`src/rtl/motor_pwm_drive.sv`:
```
// Two-channel DC motor drive: glitch filter, soft-start/stop duty ramp and PWM comparator per channel.
// Define MOTOR_RAMP_EN to ramp duty by RAMP_STEP per PWM period; otherwise duty jumps between 0 and DUTY_MAX.
module motor_pwm_drive #(
    parameter int PWM_BITS    = 8,
    parameter int DUTY_MAX    = 200,
    parameter int RAMP_STEP   = 4,
    parameter int HOLD_CYCLES = 4
) (
    input  logic clk,
    input  logic rst_n,
    input  logic left,
    input  logic right,
    output logic pwm_left,
    output logic pwm_right,
    output logic moving_left,
    output logic moving_right,
    output logic at_speed_left,
    output logic at_speed_right
);

    localparam int CNT_W = (HOLD_CYCLES > 1) ? $clog2(HOLD_CYCLES) : 1;
`ifdef MOTOR_RAMP_EN
    localparam int STEP = RAMP_STEP;
`else
    localparam int STEP = DUTY_MAX;
`endif
    localparam logic [PWM_BITS:0]   STEP_X    = (PWM_BITS + 1)'(STEP);
    localparam logic [PWM_BITS:0]   MAX_X     = (PWM_BITS + 1)'(DUTY_MAX);
    localparam logic [PWM_BITS-1:0] DUTY_TOP  = PWM_BITS'(DUTY_MAX);
    localparam logic [CNT_W-1:0]    HOLD_LAST = CNT_W'(HOLD_CYCLES - 1);

    typedef enum logic [1:0] {
        ST_IDLE,
        ST_UP,
        ST_RUN,
        ST_DOWN
    } state_e;

    // Index 0 is the left channel, index 1 the right channel.
    logic [PWM_BITS-1:0] cnt_q, cnt_d;
    logic [1:0]          raw;
    logic [1:0]          cmd_q, cmd_d;
    logic [CNT_W-1:0]    hold_q  [2];
    logic [CNT_W-1:0]    hold_d  [2];
    logic [PWM_BITS-1:0] duty_q  [2];
    logic [PWM_BITS-1:0] duty_d  [2];
    state_e              state_q [2];
    state_e              state_d [2];
    logic                boundary;

    // Sums are one bit wider than the duty so the saturation compare never sees a wrapped value.
    function automatic logic [PWM_BITS-1:0] ramp_up(input logic [PWM_BITS-1:0] duty);
        logic [PWM_BITS:0] sum;
        sum = {1'b0, duty} + STEP_X;
        return (sum >= MAX_X) ? DUTY_TOP : sum[PWM_BITS-1:0];
    endfunction

    function automatic logic [PWM_BITS-1:0] ramp_down(input logic [PWM_BITS-1:0] duty);
        logic [PWM_BITS:0] diff;
        diff = {1'b0, duty} - STEP_X;
        return ({1'b0, duty} <= STEP_X) ? '0 : diff[PWM_BITS-1:0];
    endfunction

    assign raw      = {right, left};
    assign boundary = (cnt_q == '1);
    assign cnt_d    = cnt_q + 1'b1;

    always_comb begin
        // NOTE: every next-state signal gets its hold value first so no path can infer a latch.
        cmd_d   = cmd_q;
        hold_d  = hold_q;
        state_d = state_q;
        duty_d  = duty_q;
        for (int ch = 0; ch < 2; ch++) begin
            if (raw[ch] == cmd_q[ch]) begin
                hold_d[ch] = '0;
            end else if (hold_q[ch] == HOLD_LAST) begin
                cmd_d[ch]  = raw[ch];
                hold_d[ch] = '0;
            end else begin
                hold_d[ch] = hold_q[ch] + 1'b1;
            end

            // A command flip always beats the duty step; the new direction steps at the next boundary.
            case (state_q[ch])
                ST_IDLE: if (cmd_q[ch]) state_d[ch] = ST_UP;
                ST_UP: begin
                    if (!cmd_q[ch]) begin
                        state_d[ch] = ST_DOWN;
                    end else if (boundary) begin
                        duty_d[ch] = ramp_up(duty_q[ch]);
                        if (ramp_up(duty_q[ch]) == DUTY_TOP) state_d[ch] = ST_RUN;
                    end
                end
                ST_RUN: if (!cmd_q[ch]) state_d[ch] = ST_DOWN;
                ST_DOWN: begin
                    if (cmd_q[ch]) begin
                        state_d[ch] = ST_UP;
                    end else if (boundary) begin
                        duty_d[ch] = ramp_down(duty_q[ch]);
                        if (ramp_down(duty_q[ch]) == '0) state_d[ch] = ST_IDLE;
                    end
                end
                default: state_d[ch] = ST_IDLE;
            endcase
        end
    end

    // NOTE: state registers use non-blocking assignments so every flop samples pre-edge values.
    always_ff @(posedge clk or negedge rst_n) begin
        if (!rst_n) begin
            cnt_q <= '0;
            cmd_q <= '0;
            for (int ch = 0; ch < 2; ch++) begin
                hold_q[ch]  <= '0;
                duty_q[ch]  <= '0;
                state_q[ch] <= ST_IDLE;
            end
        end else begin
            cnt_q   <= cnt_d;
            cmd_q   <= cmd_d;
            hold_q  <= hold_d;
            duty_q  <= duty_d;
            state_q <= state_d;
        end
    end

    assign pwm_left       = (cnt_q < duty_q[0]);
    assign pwm_right      = (cnt_q < duty_q[1]);
    assign moving_left    = (state_q[0] != ST_IDLE);
    assign moving_right   = (state_q[1] != ST_IDLE);
    assign at_speed_left  = (state_q[0] == ST_RUN);
    assign at_speed_right = (state_q[1] == ST_RUN);

endmodule

```
`config.mk`:
```
export PLATFORM = sky130hd
export DESIGN_NAME = motor_pwm_drive
export DESIGN_NICKNAME = d
export VERILOG_FILES = /design/src/rtl/motor_pwm_drive.sv
export SDC_FILE = /design/constraint.sdc
export NUM_CORES = 1
export LEC_CHECK = 0
export ABC_AREA = 1
export CORE_UTILIZATION = 55
export DETAILED_ROUTE_END_ITERATION = 10
export HOLD_SLACK_MARGIN = 0.1
export PLACE_DENSITY_LB_ADDON = 0.08
export SLEW_MARGIN = 20
export SYNTH_ARGS = -nofsm -noshare
export SYNTH_HDL_FRONTEND = slang
export SYNTH_SLANG_ARGS = --single-unit
```
`constraint.sdc`:
```
create_clock -name clk -period 3.1 [get_ports clk]
set_input_delay 0.62 -clock clk [delete_from_list [all_inputs] [get_ports clk]]
set_output_delay 0.62 -clock clk [all_outputs]
set_load 0.03 [all_outputs]
```
==> flow_summary_export.csv, run 1 <==
group,metric,value,unit
run_status,status,"finished clean",
final_layout,nNetsFinal,343,
floorplanning,initial_core_util,57.39,%
detailed_routing,routedWlPerCell,12.28,µm
place,place_congestion,0.8472,
place,port_buffers,9,
clock_tree,clock-sinks,34,
detailed_routing,vias_per_cell,5.294,
worst_setup_path,critPathRequiredTime,2.48,ns
detailed_routing,wirelength,4385,µm
detailed_routing,first_pass_iters,4,
floorplanning,die-area,4468,µm²
grt,antenna_found_initial,0,
synth,synth.distinct_cells,24,
power_and_ir_drop,pwr-share-seq,34.6,%
power_and_ir_drop,power_frac_clock,30.5,%
clock_tree,clockBufferDepth,2,
final_layout,design_area,2597,µm²
timing,fin_crit,2.846,ns
floorplanning,core_area,4029,µm²
worst_setup_path,crit_arrival,2.23,ns
power_and_ir_drop,netSwitchingFraction,36.11,%
power_and_ir_drop,p_comb_share,34.9,%
timing,max_freq,0.3514,GHz
grt,grt_pass1_vias,1768,
clock_tree,cts_max_level,2,
detailed_routing,drc,0,
synth,synth_nets,329,
synth,syn-instance-count,292,
place,place_area,2460,µm²
floorplanning,rows,23,
timing,setup_viol,0,
job,maxCapViolCount,0,
power_and_ir_drop,power.net_switching,0.0005948,W
power_and_ir_drop,leakage,1.311,nW
grt,grt_max_degree,35,
timing,min_period_over_period,91.80,%
synth,ys_ff_latch,34,
grt,grt_pass1_wl,7693,µm
hold_path,min_path_type,"register to register",
final_layout,drive_above_1_share,3.583,%
timing,drv_slew,0,
power_and_ir_drop,p_per_area,634.1,nW/µm²
worst_setup_path,critPathLaunchType,"register",
timing,worst_pin_slew,0.4387,ns
power_and_ir_drop,intPower,0.001052,W
final_layout,final_common_cell,"nand2_1",
timing,slew_headroom,70.75,%
worst_setup_path,cp_max_fo,5,
floorplanning,io-pin-count,10,
clock_tree,numCtsBuffers,5,
place,hpwl,3262,µm
synth,synth_warnings,0,
final_layout,n_antenna_cell,0,
power_and_ir_drop,vdd_drop_max,567.5,µV
clock_tree,postCtsHoldBufs,0,
grt,gr-usage-all-layers,23.16,%
final_layout,syn_to_final_growth,12.34,%
timing,setup_tns,0,ns
floorplanning,die_w,66.84,µm
floorplanning,die_h,66.84,µm
clock_tree,root_buffer,"clkbuf_8",
synth,syn_area,2312,µm²
grt,overflow,0,
place,dpl_worst_slack,0.5886,ns
worst_setup_path,critPathCaptureType,"output pin",
detailed_routing,antenna_left,0,
detailed_routing,vias,1890,
timing,finalHoldViolCount,0,
timing,setup_ws,0.2542,ns
detailed_routing,drt_iter0_markers,73,
worst_setup_path,worstSetupPathType,"register to output pin",
synth,avgSynthCellArea,7.919,µm²
clock_tree,post_cts_buffers,0,
final_layout,mostFrequentLayoutCells,"nand2_1 (61), inv_1 (50), dfrtp_1 (34)",
clock_tree,cts_resized,0,
timing,final.setup_skew,0.008230,ns
clock_tree,cts_tree,"yes",
clock_tree,clk_latency,0.30,ns
timing,rsz0062_at_grt,"no",
clock_tree,clk_pin_slew,0.08,ns
synth,yosysSeqAreaShare,36.80,%
## power by group through the flow
stage	combinational, W	clock (W)	sequential [W]
5_1_grt	0.000665	0.000525	0.000579
6_report	0.000575	0.000503	0.000569
4_1_cts	0.000581	0.000511	0.000569
2_1_floorplan	0.000451	0	0.000554
3_3_place_gp	0.000567	0	0.000576
3_5_place_dp	0.000577	0	0.000576
## state kept, by name, indices dropped and copies added, names as in the netlist
register and flops:
cmd_q 2, duty_q 16, state_q 4, cnt_q 8
hold_q 4
## area by class of cell
cell class              instances  area, µm²
clock buffers                   5      68.82
clock inverters                 3      68.82
fillers                       376       1431
inverters                      50      187.7
multi-input cells             205       1261
flip-flops and latches         34      850.8
well taps                      50      62.56
repair buffers                 10      97.59
## path summary, 6_finish.rpt
path                           start   endpoint  slack [ns]  cells past startpoint
setup / recovery            cnt_q[1]   pwm_left        0.25                      6
hold / removal             hold_q[0]  hold_q[0]        0.45                      1
setup reg to reg            cnt_q[1]  duty_q[9]        1.13                      6
hold reg to reg            hold_q[0]  hold_q[0]        0.45                      1
max in group asynchronous      rst_n   cnt_q[3]        2.05                      2
min in group asynchronous      rst_n  duty_q[3]        0.74                      2
## cell families (layout without fill, tap and decap cells)
group / count (synthesis) / count (layout) / share of synthesized area [%]
compound gates: 55 / 55 / 13.69
xor+xnor: 8 / 8 / 3.030
fa+ha+maj: 33 / 33 / 17.86
buf+inv: 53 / 68 / 8.658
flops: 34 / 34 / 36.80
simple gates: 109 / 109 / 19.97
## cell usage after synthesis (all sizes together)
master / number / area share, %
a211o: 1 / 0.38
a21boi: 2 / 0.65
a21oi: 15 / 3.2
a31oi: 1 / 0.27
buf: 1 / 0.22
clkbuf: 2 / 0.32
dfrtp: 34 / 37
ha: 33 / 18
inv: 50 / 8.1
nand2: 61 / 9.9
nand3: 14 / 3.0
nand3b: 1 / 0.32
nand4: 6 / 1.6
nor2: 23 / 3.7
nor3: 4 / 1.4
o211ai: 8 / 2.8
o21ai: 24 / 5.2
o22ai: 3 / 0.81
o31ai: 1 / 0.32
xnor2: 5 / 1.9
xor2: 3 / 1.1
## critical path: stages, from the launching register on
cell             delay (ns)
dfrtp_1                0.44
ha_1                   0.30
a21boi_0               0.12
o211ai_1               0.18
nand2_1                0.09
a21oi_1                0.12
clkdlybuf4s50_1        0.68
## stage by stage
step                      instances  utilization [%]  hold slack, ns  total power [W]
after global routing            357            64.47          0.4560         0.001768
after detailed placement        349            61.06          0.4306         0.001152
after floorplan                 292                -          0.3244         0.001005
after CTS                       357            64.47          0.4496         0.001661
after global placement          349            61.06          0.4331         0.001143
final                           357            64.47          0.4470         0.001647
## routing by layer
layer	GRT usage [%]	up-vias	wire length (µm)
met5	0	-	0
met4	8.777	0	68
met1	31.66	871	2268
met2	34.97	36	1883
li1	-	976	-
met3	5.651	7	163
Power figures use the tool's default switching activity.
==> inputs of run 2 (changes only) <==
- CORE_ASPECT_RATIO: unset -> 1.2
==> run 2 against run 1 <==
  * Fmax rose by 1.1%
  * Flip-flop and latch count did not move
  * Critical path depth did not move
  * Largest cell class unchanged
==> flow_summary_export.csv, run 2 (synthesis gave the netlist of run 1 again) <==
group,metric,value,unit
final_layout,mostFrequentLayoutCells,"nand2_1 (61), inv_1 (50), dfrtp_1 (34)",
place,dpl_worst_slack,0.5925,ns
place,place_inst,353,
detailed_routing,drc,0,
floorplanning,die_h,73.03,µm
timing,setup_tns,0,ns
detailed_routing,drt_iter0_markers,69,
job,maxCapViolCount,0,
timing,drv_slew,0,
detailed_routing,antenna_left,0,
final_layout,n_antenna_cell,0,
clock_tree,root_buffer,"clkbuf_8",
run_status,status,"finished clean",
timing,final.setup_skew,0.006503,ns
power_and_ir_drop,total_power,0.001529,W
detailed_routing,routedWlPerCell,11.86,µm
timing,slew_headroom,71.45,%
final_layout,top_regs,"duty_q x16, cnt_q x8",
timing,setup_ws,0.2856,ns
timing,max_freq,0.3553,GHz
worst_setup_path,worstSetupPathType,"register to output pin",
worst_setup_path,r2r_cells,6,
floorplanning,die-area,4468,µm²
floorplanning,core_area,3973,µm²
final_layout,syn_to_final_growth,11.36,%
detailed_routing,vias_per_cell,5.194,
final_layout,largest_reg_flops,16,
grt,antenna_found_initial,0,
power_and_ir_drop,vdd_drop_max,478.0,µV
power_and_ir_drop,leakage,1.301,nW
timing,worst_pin_slew,0.4283,ns
worst_setup_path,crit_chain,"inv_1 > ha_1 > a21oi_1 > o21ai_0 > a21oi_1 > clkdlybuf4s50_1",
timing,timing.hold.ws,0.4406,ns
final_layout,nFillCells,380,
clock_tree,cts_max_level,2,
floorplanning,io-pin-count,10,
final_layout,largest_register,"duty_q",
floorplanning,initial_core_util,58.20,%
final_layout,nNetsFinal,343,
clock_tree,numCtsBuffers,5,
hold_path,min_path_type,"register to register",
timing,rsz0062_at_grt,"no",
grt,grt_pass1_vias,1749,
final_layout,drive_above_1_share,3.583,%
clock_tree,cts_resized,0,
detailed_routing,first_pass_iters,5,
grt,grt_pass1_wl,7376,µm
worst_setup_path,slowest_stage,"clkdlybuf4s50_1",
grt,gr-usage-all-layers,22.24,%
floorplanning,die_w,61.19,µm
final_layout,finalNonFillerCells,361,
clock_tree,clk_pin_slew,0.07,ns
detailed_routing,vias,1875,
timing,setup_viol,0,
worst_setup_path,cp_max_fo,6,
timing,fin_crit,2.814,ns
clock_tree,clk_latency,0.29,ns
clock_tree,clockBufferDepth,2,
timing,min_period_over_period,90.79,%
clock_tree,postCtsHoldBufs,0,
clock_tree,cts_tree,"yes",
place,hpwl,3295,µm
place,port_buffers,9,
power_and_ir_drop,p_per_area,593.7,nW/µm²
timing,finalHoldViolCount,0,
hold_path,min_path_cells,1,
worst_setup_path,critPathLaunchType,"register",
grt,grt_max_degree,35,
detailed_routing,wirelength,4283,µm
worst_setup_path,critPathMaxStageDelay,0.68,ns
worst_setup_path,path_common_cell,"a21oi_1",
worst_setup_path,critPathCaptureType,"output pin",
clock_tree,clock-sinks,34,
place,place_congestion,0.9564,
grt,overflow,0,
worst_setup_path,crit_arrival,2.19,ns
clock_tree,post_cts_buffers,0,
floorplanning,rows,25,
final_layout,final_common_cell,"nand2_1",
worst_setup_path,critPathRequiredTime,2.48,ns
run 2: changes by cell type in the layout (fill, tap and decap cells not counted):
cell / delta
clkinv_4: -1
clkbuf_8: +3
bufinv_16: -2
run 2: layout make-up:
type / instances / area, µm² / share of cell area, %
clock buffer: 8 / 110.1 / 4.276
timing repair buffer: 10 / 97.59 / 3.790
sequential: 34 / 850.8 / 33.04
multi-input combinational: 205 / 1261 / 48.98
tap: 54 / 67.56 / 2.624
inverter: 50 / 187.7 / 7.289
run 2: report_power, final:
part | internal [W] | switching (W) | leakage, nW
sequential | 0.000509 | 0.0000598 | 0.445
clock | 0.000224 | 0.000161 | 0.0575
combinational | 0.000221 | 0.000354 | 0.798
total | 0.000954 | 0.000574 | 1.30
run 2: per-layer routing:
| metal | global-route usage (%) | routed length, µm | up-vias |
|---|---|---|---|
| met5 | 0 | 0 | - |
| met4 | 10.61 | 69 | 0 |
| met3 | 4.787 | 103 | 8 |
| met2 | 36.71 | 2105 | 27 |
| met1 | 26.99 | 2005 | 859 |
| li1 | - | - | 981 |
run 2: stage by stage:
step	util (%)	instance area (µm²)
after global placement	62.05	2465
after global routing	64.82	2575
final	64.82	2575
after floorplan	-	2312
after detailed placement	62.05	2465
after CTS	64.82	2575
run 2: worst paths after layout:
kind	start	endpoint	slack (ns)
max in group asynchronous	rst_n	cmd_q[0]	2.05
setup reg to reg	cnt_q[1]	duty_q[8]	1.20
hold / removal	hold_q[2]	hold_q[2]	0.44
setup / recovery	duty_q[13]	pwm_left	0.29
hold reg to reg	hold_q[2]	hold_q[2]	0.44
min in group asynchronous	rst_n	cnt_q[5]	0.74
run 2: critical path, delay by kind of cell (launching register included):
family,cells,cell delay (ns)
adder cells (fa/ha/maj),1,0.31
flip-flops,1,0.43
AO/OA/AOI/OAI,3,0.37
buffers and inverters,2,0.78
